File: config.mk
export PLATFORM = sky130hd
export DESIGN_NAME = tmds_symbol_serializer
export DESIGN_NICKNAME = d
export VERILOG_FILES = /design/src/rtl/tmds_symbol_serializer_pkg.sv /design/src/rtl/tmds_symbol_serializer_fifo.sv /design/src/rtl/tmds_symbol_serializer.sv
export SDC_FILE = /design/constraint.sdc
export NUM_CORES = 1
export LEC_CHECK = 0
export CAP_MARGIN = 20
export CELL_PAD_IN_SITES_DETAIL_PLACEMENT = 2
export CELL_PAD_IN_SITES_GLOBAL_PLACEMENT = 2
export CORE_MARGIN = 4
export CORE_UTILIZATION = 44
export CTS_BUF_LIST = sky130_fd_sc_hd__clkbuf_4 sky130_fd_sc_hd__clkbuf_8
export DETAILED_ROUTE_END_ITERATION = 12
export HOLD_SLACK_MARGIN = 0.02
export MAX_ROUTING_LAYER = met4
export PLACE_DENSITY_LB_ADDON = 0.05
export SLEW_MARGIN = 30
export SYNTH_ARGS = -nofsm -noshare
export SYNTH_HDL_FRONTEND = slang
export SYNTH_SLANG_ARGS = --single-unit
File: constraint.sdc
create_clock -name i_tmds_clk -period 2.9 [get_ports i_tmds_clk]
set_clock_uncertainty 0.2 [all_clocks]
set_input_delay 0.58 -clock i_tmds_clk [delete_from_list [all_inputs] [get_ports i_tmds_clk]]
set_output_delay 0.58 -clock i_tmds_clk [all_outputs]
set_load 0.1 [all_outputs]
File: src/rtl/tmds_symbol_serializer_pkg.sv
// Shared TMDS symbol definitions: symbol width, control-period symbols and symbol type.
package tmds_pkg;

    localparam int unsigned TMDS_SYMBOL_W = 10;

    typedef logic [TMDS_SYMBOL_W-1:0] tmds_sym_t;

    // Control-period symbols, indexed by {C1,C0}
    localparam tmds_sym_t CTL00 = 10'b1101010100;
    localparam tmds_sym_t CTL01 = 10'b0010101011;
    localparam tmds_sym_t CTL10 = 10'b0101010100;
    localparam tmds_sym_t CTL11 = 10'b1010101011;

endpackage

File: src/rtl/tmds_symbol_serializer_fifo.sv
// Small synchronous FIFO holding whole multi-channel symbol words.
// Head word is read straight from the storage flops; a push into an empty
// FIFO is only visible at the head after the edge that wrote it.
module tmds_sym_fifo #(
    parameter int unsigned WIDTH = 30,
    parameter int unsigned DEPTH = 4
) (
    input  logic             clk,
    input  logic             rst,
    input  logic             push,
    input  logic             pop,
    input  logic [WIDTH-1:0] wr_data,
    output logic [WIDTH-1:0] rd_data,
    output logic             full,
    output logic             empty
);

    localparam int unsigned AW = (DEPTH > 1) ? $clog2(DEPTH) : 1;

    logic [WIDTH-1:0] mem [DEPTH];
    logic [AW:0]      wr_ptr;
    logic [AW:0]      rd_ptr;

    assign empty   = (wr_ptr == rd_ptr);
    assign full    = (wr_ptr[AW] != rd_ptr[AW]) && (wr_ptr[AW-1:0] == rd_ptr[AW-1:0]);
    assign rd_data = mem[rd_ptr[AW-1:0]];

    // Storage write; guarded by full so a held word is never overwritten
    always_ff @(posedge clk) begin
        if (push && !full) begin
            mem[wr_ptr[AW-1:0]] <= wr_data;
        end
    end

    // Pointer update; extra MSB distinguishes full from empty
    always_ff @(posedge clk) begin
        if (rst) begin
            wr_ptr <= '0;
            rd_ptr <= '0;
        end else begin
            if (push && !full) begin
                wr_ptr <= wr_ptr + 1'b1;
            end
            if (pop && !empty) begin
                rd_ptr <= rd_ptr + 1'b1;
            end
        end
    end

endmodule

File: src/rtl/tmds_symbol_serializer.sv
// Multi-channel TMDS symbol serializer: FIFO-buffered symbol words shifted out
// LSB-first, OUT_BITS per channel per clock, with idle-symbol insertion on underrun.
module tmds_symbol_serializer
    import tmds_pkg::*;
#(
    parameter int unsigned         NUM_CH     = 3,
    parameter int unsigned         SYMBOL_W   = 10,
    parameter int unsigned         OUT_BITS   = 1,
    parameter int unsigned         FIFO_DEPTH = 4,
    parameter logic [SYMBOL_W-1:0] IDLE_SYM   = CTL00,
    parameter int unsigned         CNT_W      = 16
) (
    input  logic                         i_tmds_clk,
    input  logic                         i_rst,
    input  logic                         i_en,
    input  logic [NUM_CH*SYMBOL_W-1:0]   i_symbols,
    input  logic                         i_valid,
    output logic                         o_ready,
    output logic [NUM_CH*OUT_BITS-1:0]   o_tmds,
    output logic                         o_load,
    output logic                         o_underrun,
    output logic [CNT_W-1:0]             o_underrun_cnt
);

    localparam int unsigned RATIO = SYMBOL_W / OUT_BITS;
    localparam int unsigned PH_W  = (RATIO > 1) ? $clog2(RATIO) : 1;
    localparam logic [PH_W-1:0] LAST_PH = PH_W'(RATIO - 1);

    if ((SYMBOL_W % OUT_BITS) != 0) begin : g_bad_out_bits
        $error("OUT_BITS must divide SYMBOL_W");
    end
    if ((FIFO_DEPTH < 2) || ((FIFO_DEPTH & (FIFO_DEPTH - 1)) != 0)) begin : g_bad_depth
        $error("FIFO_DEPTH must be a power of 2 and at least 2");
    end

    logic [PH_W-1:0]              phase;
    logic                         load_edge;
    logic                         push;
    logic                         pop;
    logic                         fifo_full;
    logic                         fifo_empty;
    logic [NUM_CH*SYMBOL_W-1:0]   head;

    assign load_edge = i_en && (phase == LAST_PH);
    assign o_ready   = !i_rst && !fifo_full;
    assign push      = i_valid && o_ready;
    // Pop is decided from the pre-edge empty flag, so a same-edge push into an
    // empty FIFO waits for the next load and the idle symbol goes out instead.
    assign pop       = load_edge && !fifo_empty;

    tmds_sym_fifo #(
        .WIDTH (NUM_CH * SYMBOL_W),
        .DEPTH (FIFO_DEPTH)
    ) u_fifo (
        .clk     (i_tmds_clk),
        .rst     (i_rst),
        .push    (push),
        .pop     (pop),
        .wr_data (i_symbols),
        .rd_data (head),
        .full    (fifo_full),
        .empty   (fifo_empty)
    );

    // Phase counter; reset to the last phase so the first enabled edge loads
    always_ff @(posedge i_tmds_clk) begin
        if (i_rst) begin
            phase <= LAST_PH;
        end else if (i_en) begin
            phase <= (phase == LAST_PH) ? '0 : phase + 1'b1;
        end
    end

    for (genvar c = 0; c < NUM_CH; c++) begin : g_ch
        logic [SYMBOL_W-1:0] shreg;

        // Per-channel shift register: load head or idle symbol, else shift right
        always_ff @(posedge i_tmds_clk) begin
            if (i_rst) begin
                shreg <= '0;
            end else if (load_edge) begin
                shreg <= fifo_empty ? IDLE_SYM : head[c*SYMBOL_W +: SYMBOL_W];
            end else if (i_en) begin
                shreg <= shreg >> OUT_BITS;
            end
        end

        assign o_tmds[c*OUT_BITS +: OUT_BITS] = shreg[OUT_BITS-1:0];
    end

    // Load/underrun pulses and saturating underrun counter
    always_ff @(posedge i_tmds_clk) begin
        if (i_rst) begin
            o_load         <= 1'b0;
            o_underrun     <= 1'b0;
            o_underrun_cnt <= '0;
        end else begin
            o_load     <= load_edge;
            o_underrun <= load_edge && fifo_empty;
            if (load_edge && fifo_empty && (o_underrun_cnt != '1)) begin
                o_underrun_cnt <= o_underrun_cnt + 1'b1;
            end
        end
    end

endmodule

* After elaboration in Yosys (flattened, before gate mapping)
Memory sizes are Yosys's and may differ from the RTL's. A register that Yosys moved wholly into a read port is not among the register bits.
Cells that the tools add are included.
** Operators by class
- Add/subtract/negate cells :: 4
- $mul :: 0
- Div/mod/pow operators :: 0
- Order comparisons :: 0
- Eq/ne operators :: 5
- Shifts and indexed selects :: 0
- Multiplexer cells :: 14
- Bitwise gates (word level) :: 0
- Reductions and logical operators :: 13
** Operators with widths (count)
- two-way mux 10 bit :: 9
- adder 16 x 1 -> 16 bit (second input constant) :: 1
- inequality test 16 bit (second input constant) :: 1
- logical AND 1 bit :: 9
- adder 3 x 1 -> 3 bit (second input constant) :: 2
- adder 4 x 1 -> 4 bit (second input constant) :: 1
- == test 4 bit (second input constant) :: 1
- two-way mux 2 bit :: 2
- two-way mux 4 bit :: 1
- == test 3 bit :: 1
- logical NOT 1 bit :: 3
- == test 2 bit :: 1
- two-way mux 1 bit :: 2
- nonzero test 2 bit :: 1
- inequality test 1 bit :: 1
** Word-level totals
- Register bits :: 58
- Bits in latches :: 0
- Bits in writable memories :: 120
- Bits in read-only memories :: 0
- Input port bits :: 34
- Output and inout port bits :: 22
- Word-level logic and storage cells :: 46
- Memories kept :: 1
** Memories
- u_fifo.mem :: depth 4, bits a word 30, rd ports 1, clocked after Yosys merged registers in 1, wr ports 1, RTL line tmds_symbol_serializer_fifo.sv:20 : logic [WIDTH-1:0] mem [DEPTH];

* Logic depth before layout (Yosys ltp)
Gate-level depths: netlist (run 1).
- Depth after elaboration :: 8
- Gate-level depth with buffers :: 8
- Mapped depth without buffers :: 6

* Cells and area by module
A second synthesis (run 1) with hierarchy kept.
** Second synthesis, totals
- Cells, all modules :: 528
- Area, all modules :: 7405.9 µm²
** Modules (own cells, without submodules)
- tmds_sym_fifo :: times used 1, cells each 224, area an instance 4887.2 µm², sequential area each 3763.6 µm²
- tmds_symbol_serializer :: times used 1, cells each 304, area an instance 2518.7 µm², sequential area each 1041.0 µm²

* Worst setup path before layout (run 1)
OpenSTA, ideal clock, no wires.
- Path kind :: input port to output port
- Start point :: in i_rst
- End point :: out o_ready
- Data arrival time :: 2.466 ns
- Setup slack :: -0.346 ns
- Stages :: 3
- Path buffers :: 2
- Path through :: clkbuf_1 > clkbuf_1 > a31oi_1
** Between the ends
- Word-level cells in the longest chain between the ends :: 2
** Ends and longest elaborated chain
- from (decl) :: RTL line tmds_symbol_serializer.sv:14 : input logic i_rst,
- logical NOT 1 bit :: RTL line tmds_symbol_serializer.sv:45 : assign o_ready = !i_rst && !fifo_full;
- logical AND 1 bit :: RTL line tmds_symbol_serializer.sv:45
- to (decl) :: RTL line tmds_symbol_serializer.sv:18 : output logic o_ready,
No other way between the ends.

* Worst setup path in the final report (run 1)
- Start point :: reg phase[3]
- End point :: reg o_underrun_cnt[15]
** Between the ends
- Word-level cells in the longest chain between the ends :: 4
** Ends and longest elaborated chain
- from (decl) :: RTL line tmds_symbol_serializer.sv:36 : logic [PH_W-1:0] phase;
- from (signal assigned) :: RTL line tmds_symbol_serializer.sv:70 : phase <= (phase == LAST_PH) ? '0 : phase + 1'b1;
- == test 4 bit :: RTL line tmds_symbol_serializer.sv:44 : assign load_edge = i_en && (phase == LAST_PH);
- logical AND 1 bit :: RTL line tmds_symbol_serializer.sv:44
- logical AND 1 bit (2 in series) :: RTL line tmds_symbol_serializer.sv:100 : if (load_edge && fifo_empty && (o_underrun_cnt != '1)) begin
- to (signal assigned) :: RTL line tmds_symbol_serializer.sv:101 : o_underrun_cnt <= o_underrun_cnt + 1'b1;
- to (decl) :: RTL line tmds_symbol_serializer.sv:22 : output logic [CNT_W-1:0] o_underrun_cnt
No other way between the ends.
A chain may end at the register's enable or synchronous reset.

==> results of run 1 <==
## sequential cells by signal (all words and copies together) (netlist names), named ones only
register and flops:
u_fifo.rd_ptr 3, u_fifo.wr_ptr 3, o_underrun 1, o_load 1, o_underrun_cnt 16, phase 4
g_ch.shreg 30, u_fifo.mem 120
## how the worst max path moves through the flow
stage | start | end
2_1_floorplan | o_underrun_cnt[0]$_SDFFE_PP0P_ | o_underrun_cnt[1]$_SDFFE_PP0P_
4_1_cts | phase[3]$_SDFFE_PP1P_ | o_underrun_cnt[15]$_SDFFE_PP0P_
6_report | phase[3]$_SDFFE_PP1P_ | o_underrun_cnt[15]$_SDFFE_PP0P_
3_5_place_dp | i_valid | u_fifo.wr_ptr[2]$_SDFFE_PP0P_
5_1_grt | phase[3]$_SDFFE_PP1P_ | o_underrun_cnt[15]$_SDFFE_PP0P_
3_3_place_gp | i_valid | u_fifo.mem[0][6]$_DFFE_PP_
## per-stage QoR
stage	area [um^2]	hold slack, ns	setup slack, ns
4_1_cts	8260	0.293	0.204
5_1_grt	8260	0.323	0.0555
3_5_place_dp	7860	0.280	0.211
3_3_place_gp	7860	0.254	0.267
2_1_floorplan	7010	0.246	0.112
6_report	8260	0.287	0.221
## worst max-delay path, stage by stage, from the launching register on
cell	delay (ns)
dfxtp_1	0.44
or3b_4	0.43
or2_0	0.24
or3_1	0.58
or4_1	0.53
a21oi_1	0.18
## kinds of logic after synthesis
group | count (synthesis) | share of synthesized area [%]
and+or+nand+nor | 102 | 7.63
adders and majority gates | 6 | 1.07
DFF | 180 | 68.6
buffers and inverters | 36 | 2.22
AOI/OAI and AO/OA | 88 | 8.63
xor gates and xnor gates | 16 | 2.00
muxes | 31 | 9.80
## Yosys cell counts, drive strengths merged (5+ instances only)
library cell / instances / share of area, %
buf: 7 / 0.64
nand2: 11 / 0.59
o31ai: 5 / 0.54
nand3: 7 / 0.50
nand2b: 17 / 1.5
nor2: 35 / 1.9
edfxtp: 120 / 51
a21oi: 25 / 1.8
xnor2: 12 / 1.5
ha: 6 / 1.1
mux4: 30 / 9.7
clkbuf: 22 / 1.2
or3: 5 / 0.45
o221ai: 12 / 1.5
o21ai: 8 / 0.57
a211oi: 16 / 1.7
inv: 7 / 0.38
a22oi: 15 / 1.6
dfxtp: 60 / 17
## layout make-up
cell class                      instances  area share [%]
Clock buffer                           18            2.92
Clock inverter                         14            2.00
Inverter                                7           0.318
Timing Repair Buffer                   77            8.63
Tap cell                              211            3.20
Sequential cell                       180            58.2
Multi-Input combinational cell        243            24.8
## power breakdown
| group | internal (mW) | switching, mW |
|---|---|---|
| Clock | 0.806 | 0.955 |
| Sequential | 2.83 | 0.0671 |
| Combinational | 0.247 | 0.355 |
## per-layer routing
metal,vias up,global-route usage [%],wire (um)
li1,1921,-,-
met1,2193,27.0,7400
met5,-,-,0
met2,106,34.3,9040
met3,10,4.88,901
met4,0,5.83,177
==> results.toml, run 1 <==
[sta]
maxSlewViolCount = 0
finalCriticalPeriod_ns = 2.68
tightest_slew_ns = 0.629
hold_viol = 0
finalSetupViolCount = 0
period_share_pct = 92.4
max_freq_mhz = 373
slew_headroom_pct = 57.9
rsz0062_at_grt = "false"
fin_tns_setup_ns = 0

[cells_and_area]
nets = 566
final_common_cell = "edfxtp_1"
area_growth_syn_to_layout_pct = 18.0
fin_util_pct = 53.7
final_cell_mix = "120 x edfxtp_1, 59 x dfxtp_1, 39 x buf_4, 35 x nor2_1, 31 x clkdlybuf4s50_1"
multi_input_area_um2 = 2050
fin_cells = 750
seqCellArea_um2 = 4810
drive_gt1_share_pct = 21.0
fillers = 1383
antenna_cells = 0

[route]
drc = 0
drt_iter0_drc = 244
wl_mm = 17.5
first_pass_iters = 4
ant_nets = 0
vias = 4230
routedWlPerCell_um = 23.4
vias_per_cell = 5.64

[clock_network]
clk_pin_slew_ns = 0.09
cts.sinks = 180
cts_setup_buffers = 0
root_buffer = "clkbuf_8"
numCtsBuffers = 17
cts_resized = 0
cts_tree = "done"
clock_path_buffers = 2
clock_latency_ns = 0.47
htreeDepth = 4
hold_buffers = 0

[yosys]
syn_inst = 459
synth-main-ff-cell = "edfxtp_1"
synth_cell_types = 44
synth_edf_count = 120
synth-seq-cells = 180
syn_area_per_cell_um2 = 15.2
syn-num-nets = 499
synthArstFlopShare_pct = 0
yosys_warnings = 0
syn_area_um2 = 7000
ys_seq_area_share_pct = 68.6

[run_status]
outcome = "complete, no violations"

[global_route]
antenna_found_initial = 0
grt_max_degree = 60
grt_pass1_wl_mm = 27.7
grt_usage_pct = 21.1
grt_pass1_vias = 4715
grt_remaining_overflow = 0

[floorplan]
die_h_um = 134
start_util_pct = 45.5
fp-row-count = 45
die_x_um = 134
fp.coreArea_um2 = 15400
io-pin-count = 56
dieArea_um2 = 18000

[placed_design]
gp_congestion = 0.740
io_buffers = 55
placed_cells = 718
hpwl_mm = 11.6

[worst_hold_path]
holdPathEnd = "g_ch[2].shreg[8]$_SDFFE_PP0P_"
min_path_type = "reg -> reg"
hold_start = "g_ch[2].shreg[8]$_SDFFE_PP0P_"
hold_depth = 2

[setup_path]
required_ns = 3.09
r2r-end = "o_underrun_cnt[15]$_SDFFE_PP0P_"
r2r_setup_slack_ns = 0.22
critPathMaxFanout = 12
startpoint_type = "flip-flop"
end_kind = "flip-flop"
worstPathArrival_ns = 2.86
worstReg2RegStart = "phase[3]$_SDFFE_PP1P_"
path_class = "reg -> reg"
reg2reg_depth = 5

[pwr]
power.density_nw_per_um2 = 637
ir_worst_vdd_uv = 469
p_leak_nw = 2.68
p_total_mw = 5.26

[flow_run]
maxCapViolCount = 0
Power figures use the tool's default switching activity.
==> inputs of run 2 (changes only) <==
--- a/config.mk
+++ b/config.mk
@@ -14,7 +14,7 @@
 export DETAILED_ROUTE_END_ITERATION = 12
 export HOLD_SLACK_MARGIN = 0.02
 export MAX_ROUTING_LAYER = met4
-export PLACE_DENSITY_LB_ADDON = 0.05
+export PLACE_DENSITY_LB_ADDON = 0.12
 export SLEW_MARGIN = 30
 export SYNTH_ARGS = -nofsm -noshare
 export SYNTH_HDL_FRONTEND = slang
==> run 2 against run 1 <==
Against the previous run:
- combinational power is 1% lower
- critical path type unchanged
- register-to-register slack better by 0.02 ns
- worst setup slack improved by 0.020 ns
- clock power fell by 6%
==> results.toml, run 2 (synthesis gave the netlist of run 1 again) <==
[sta]
finalSetupViolCount = 0
max_freq_mhz = 376
setup_ws_ns = 0.241
fin_tns_setup_ns = 0
period_share_pct = 91.7
finalCriticalPeriod_ns = 2.66
slew_headroom_pct = 54.5
holdWs_ns = 0.283
rsz0062_at_grt = "false"
hold_viol = 0
maxSlewViolCount = 0
tightest_slew_ns = 0.680

[global_route]
grt_pass1_vias = 4691
grt_pass1_wl_mm = 26.7
grt_usage_pct = 20.2
grt_remaining_overflow = 0
antenna_found_initial = 0
grt_max_degree = 60

[floorplan]
die_h_um = 134
dieArea_um2 = 18000
io-pin-count = 56
fp.coreArea_um2 = 15400
fp-row-count = 45
die_x_um = 134
start_util_pct = 45.5

[route]
first_pass_iters = 5
ant_nets = 0
drc = 0
vias = 4185
routedWlPerCell_um = 22.1
vias_per_cell = 5.59
drt_iter0_drc = 313
wl_mm = 16.6

[pwr]
p_leak_nw = 2.65
p_total_mw = 5.13
power.density_nw_per_um2 = 624
power_frac_comb_pct = 11.6
netSwitchingFraction_pct = 26.2
clock_power_share_pct = 32.1
p_sw_mw = 1.34
ir_worst_vdd_uv = 501
sequentialPowerShare_pct = 56.3
intPower_mw = 3.79

[placed_design]
io_buffers = 55
hpwl_mm = 11.0
gp_congestion = 0.733
dp_slack_ns = 0.270

[cells_and_area]
final_common_cell = "edfxtp_1"
final_cell_mix = "120 x edfxtp_1, 59 x dfxtp_1, 38 x buf_4, 35 x nor2_1, 31 x clkdlybuf4s50_1"
antenna_cells = 0
fin_util_pct = 53.5
area_growth_syn_to_layout_pct = 17.6
nets = 565
seqCellArea_um2 = 4810
largest_reg_flops = 120
multi_input_area_um2 = 2050
drive_gt1_share_pct = 21.0
fillers = 1399

[clock_network]
clk_pin_slew_ns = 0.10
clock_path_buffers = 2
hold_buffers = 0
htreeDepth = 4
cts.sinks = 180
clock_latency_ns = 0.46
numCtsBuffers = 17
cts_resized = 0
cts_setup_buffers = 0
root_buffer = "clkbuf_8"
cts_tree = "done"

[flow_run]
maxCapViolCount = 0

[setup_path]
startpoint_type = "flip-flop"
worstPathArrival_ns = 2.86
critPathMaxFanout = 12
required_ns = 3.10
end_kind = "flip-flop"
path_class = "reg -> reg"

[run_status]
outcome = "complete, no violations"

[worst_hold_path]
min_path_type = "reg -> reg"
==> run 2: changes by cell type in the layout (fill, tap and decap cells not counted), sizes merged <==
cell / previous run / this run
clkinv: 5 / 2
inv: 14 / 15
clkinvlp: 0 / 3
bufinv: 2 / 1
buf: 46 / 45
==> run 2: critical path, stage by stage (launching register included) <==
cell and delay (ns):
dfxtp_1 0.42, or3b_4 0.43, or2_0 0.25, or3_1 0.60
or4_1 0.54, a21oi_1 0.16
==> run 2: through the flow <==
step | area [um^2] | cells
after detailed placement | 7850 | 717
after global placement | 7850 | 717
after floorplan | 7010 | 459
after CTS | 8230 | 749
after global routing | 8230 | 749
final | 8230 | 749
==> run 2: metal layers <==
metal	share of wire [%]	GRT usage (%)
met1	43	25.2
met2	52	33.8
met3	3.8	4.88
met4	0.87	4.75
met5	0	-
==> run 2: path summary, 6_finish.rpt <==
kind,depth (start not counted),to,start,slack (ns)
min,2,g_ch[1].shreg[4]$_SDFFE_PP0P_,g_ch[1].shreg[4]$_SDFFE_PP0P_,0.28
max reg2reg,5,o_underrun_cnt[13]$_SDFFE_PP0P_,phase[3]$_SDFFE_PP1P_,0.24
max,5,o_underrun_cnt[13]$_SDFFE_PP0P_,phase[3]$_SDFFE_PP1P_,0.24
min reg2reg,2,g_ch[1].shreg[4]$_SDFFE_PP0P_,g_ch[1].shreg[4]$_SDFFE_PP0P_,0.28
==> run 2: layout make-up <==
| cell class | instances | share of cell area, % |
|---|---|---|
| clock inverters | 14 | 1.72 |
| inverters | 7 | 0.319 |
| repair buffers | 76 | 8.57 |
| clock buffers | 18 | 2.93 |
| well taps | 211 | 3.21 |
| flip-flops and latches | 180 | 58.4 |
| multi-input cells | 243 | 24.9 |
==> run 2: power groups by stage <==
stage	combinational (mW)	sequential [mW]	clock [mW]
floorplan	0.347	2.96	0
global placement	0.577	2.94	0
global route	0.649	2.91	1.82
finish	0.596	2.89	1.65
CTS	0.605	2.89	1.71
detailed placement	0.601	2.95	0
==> edit, RTL diff (flow settings as in run 2) <==
`FIFO_DEPTH`: 4 -> 8.
--- a/src/rtl/tmds_symbol_serializer.sv
+++ b/src/rtl/tmds_symbol_serializer.sv
@@ -7,5 +7,5 @@
     parameter int unsigned         SYMBOL_W   = 10,
     parameter int unsigned         OUT_BITS   = 1,
-    parameter int unsigned         FIFO_DEPTH = 4,
+    parameter int unsigned         FIFO_DEPTH = 8,
     parameter logic [SYMBOL_W-1:0] IDLE_SYM   = CTL00,
     parameter int unsigned         CNT_W      = 16
Behaviour: not the same (a bounded check fails within 10 cycles, from zero or initial values and one cycle with i_rst high).
==> edit against run 2 <==
- global-route usage increased by 1.6 points
- setup slack got worse by 0.032 ns
- sequential share of layout area is 2.0 points higher
- sequential cell count up 123
- final area rose by 70%
- die area increased by 65%
- routed wire length is 85% higher
- non-clock buffer count increased by 3
- worst hold slack got worse by 0.020 ns
- power rose by 84%
- synthesized area grew 69%
- highest routed layer unchanged
==> edit: results (changes against run 2) <==
Status
  – Status: complete, no violations (unchanged)

Power and ir drop
  – Seq power: 4.86 mW (was 2.89 mW)
  – Sw power: 2.17 mW (was 1.34 mW)
  – P_comb: 688 uW (was 596 uW)
  – Peak supply drop: 0.439 mV (was 0.501 mV)
  – Leak Pwr: 4.54 nW (was 2.65 nW)

Worst setup path
  – R2R depth: 6 (was 5)
  – Crit-path max cell delay: 0.62 ns (was 0.60 ns)
  – CP max FO: 8 (was 12)
  – Reg2reg end: u_fifo.mem[0][14] (was o_underrun_cnt[13])
  – End point of the critical path: o_ready (was o_underrun_cnt[13])

Route
  – First DRT Iteration DRCs: 496 (was 313)
  – DR WL/cell: 26.6 um (was 22.1 um)
  – Via count: 6567 (was 4185)

Logic synthesis
  – Post-synth EDFFs: 240 (was 120)
  – Post-synth top cells: edfxtp_1, dfxtp_1, mux4_2, nor2_1, nand2_1 (was edfxtp_1, dfxtp_1, nor2_1, mux4_2, a21oi_1)
  – Syn_area_per_cell: 17.3 um2 (was 15.2 um2)

STA
  – Hold_ws: 0.264 ns (was 0.283 ns)

Global routing
  – Largest net degree at the start of global routing: 64 (was 60)

Clock network
  – CTS Buf Count: 50 (was 17)
  – Worst-Skew Late Latency: 0.56 ns (was 0.46 ns)

Final layout
  – Nets@finish: 811 (was 565)
  – # fillers: 2291 (was 1399)
  – Layout cell share with drive strength beyond 1: 28.7% (was 21.0%)

Min path
  – Hold path depth: 4 (was 2)
  – Hold Path Class: primary input to register (was register to register)

Place
  – DPL Wire Length: 18000 um (was 11000 um)
  – Routability-driven placement congestion ratio: 0.769 (was 0.733)
  – Placed Area: 13000 um2 (was 7850 um2)
## edit: changes by cell type after synthesis, moves of 7 or more
| cell | run 2 | this run |
|---|---|---|
| edfxtp_1 | 120 | 240 |
| mux4_2 | 30 | 60 |
| o211a_1 | 0 | 12 |
| a22oi_1 | 15 | 2 |
| nand2b_1 | 17 | 4 |
| mux2i_1 | 1 | 17 |
| nor3_1 | 1 | 14 |
| mux2_2 | 0 | 15 |
| a211oi_1 | 16 | 3 |
| nand2_1 | 11 | 40 |
| nor2_1 | 35 | 42 |
| buf_2 | 0 | 18 |
## edit: cell type report
type,count,area (um2),area share (%)
clock buffers,80,926,6.60
clock inverters,12,109,0.776
inverters,4,15.0,0.107
multi-input cells,336,3250,23.2
flip-flops and latches,303,8470,60.4
well taps,335,419,2.99
repair buffers,79,833,5.94
## edit: metal layers
metal	wire, um	track usage, %
met1	12400	27.4
met3	1570	3.41
met2	15700	36.4
met5	0	-
met4	828	7.42
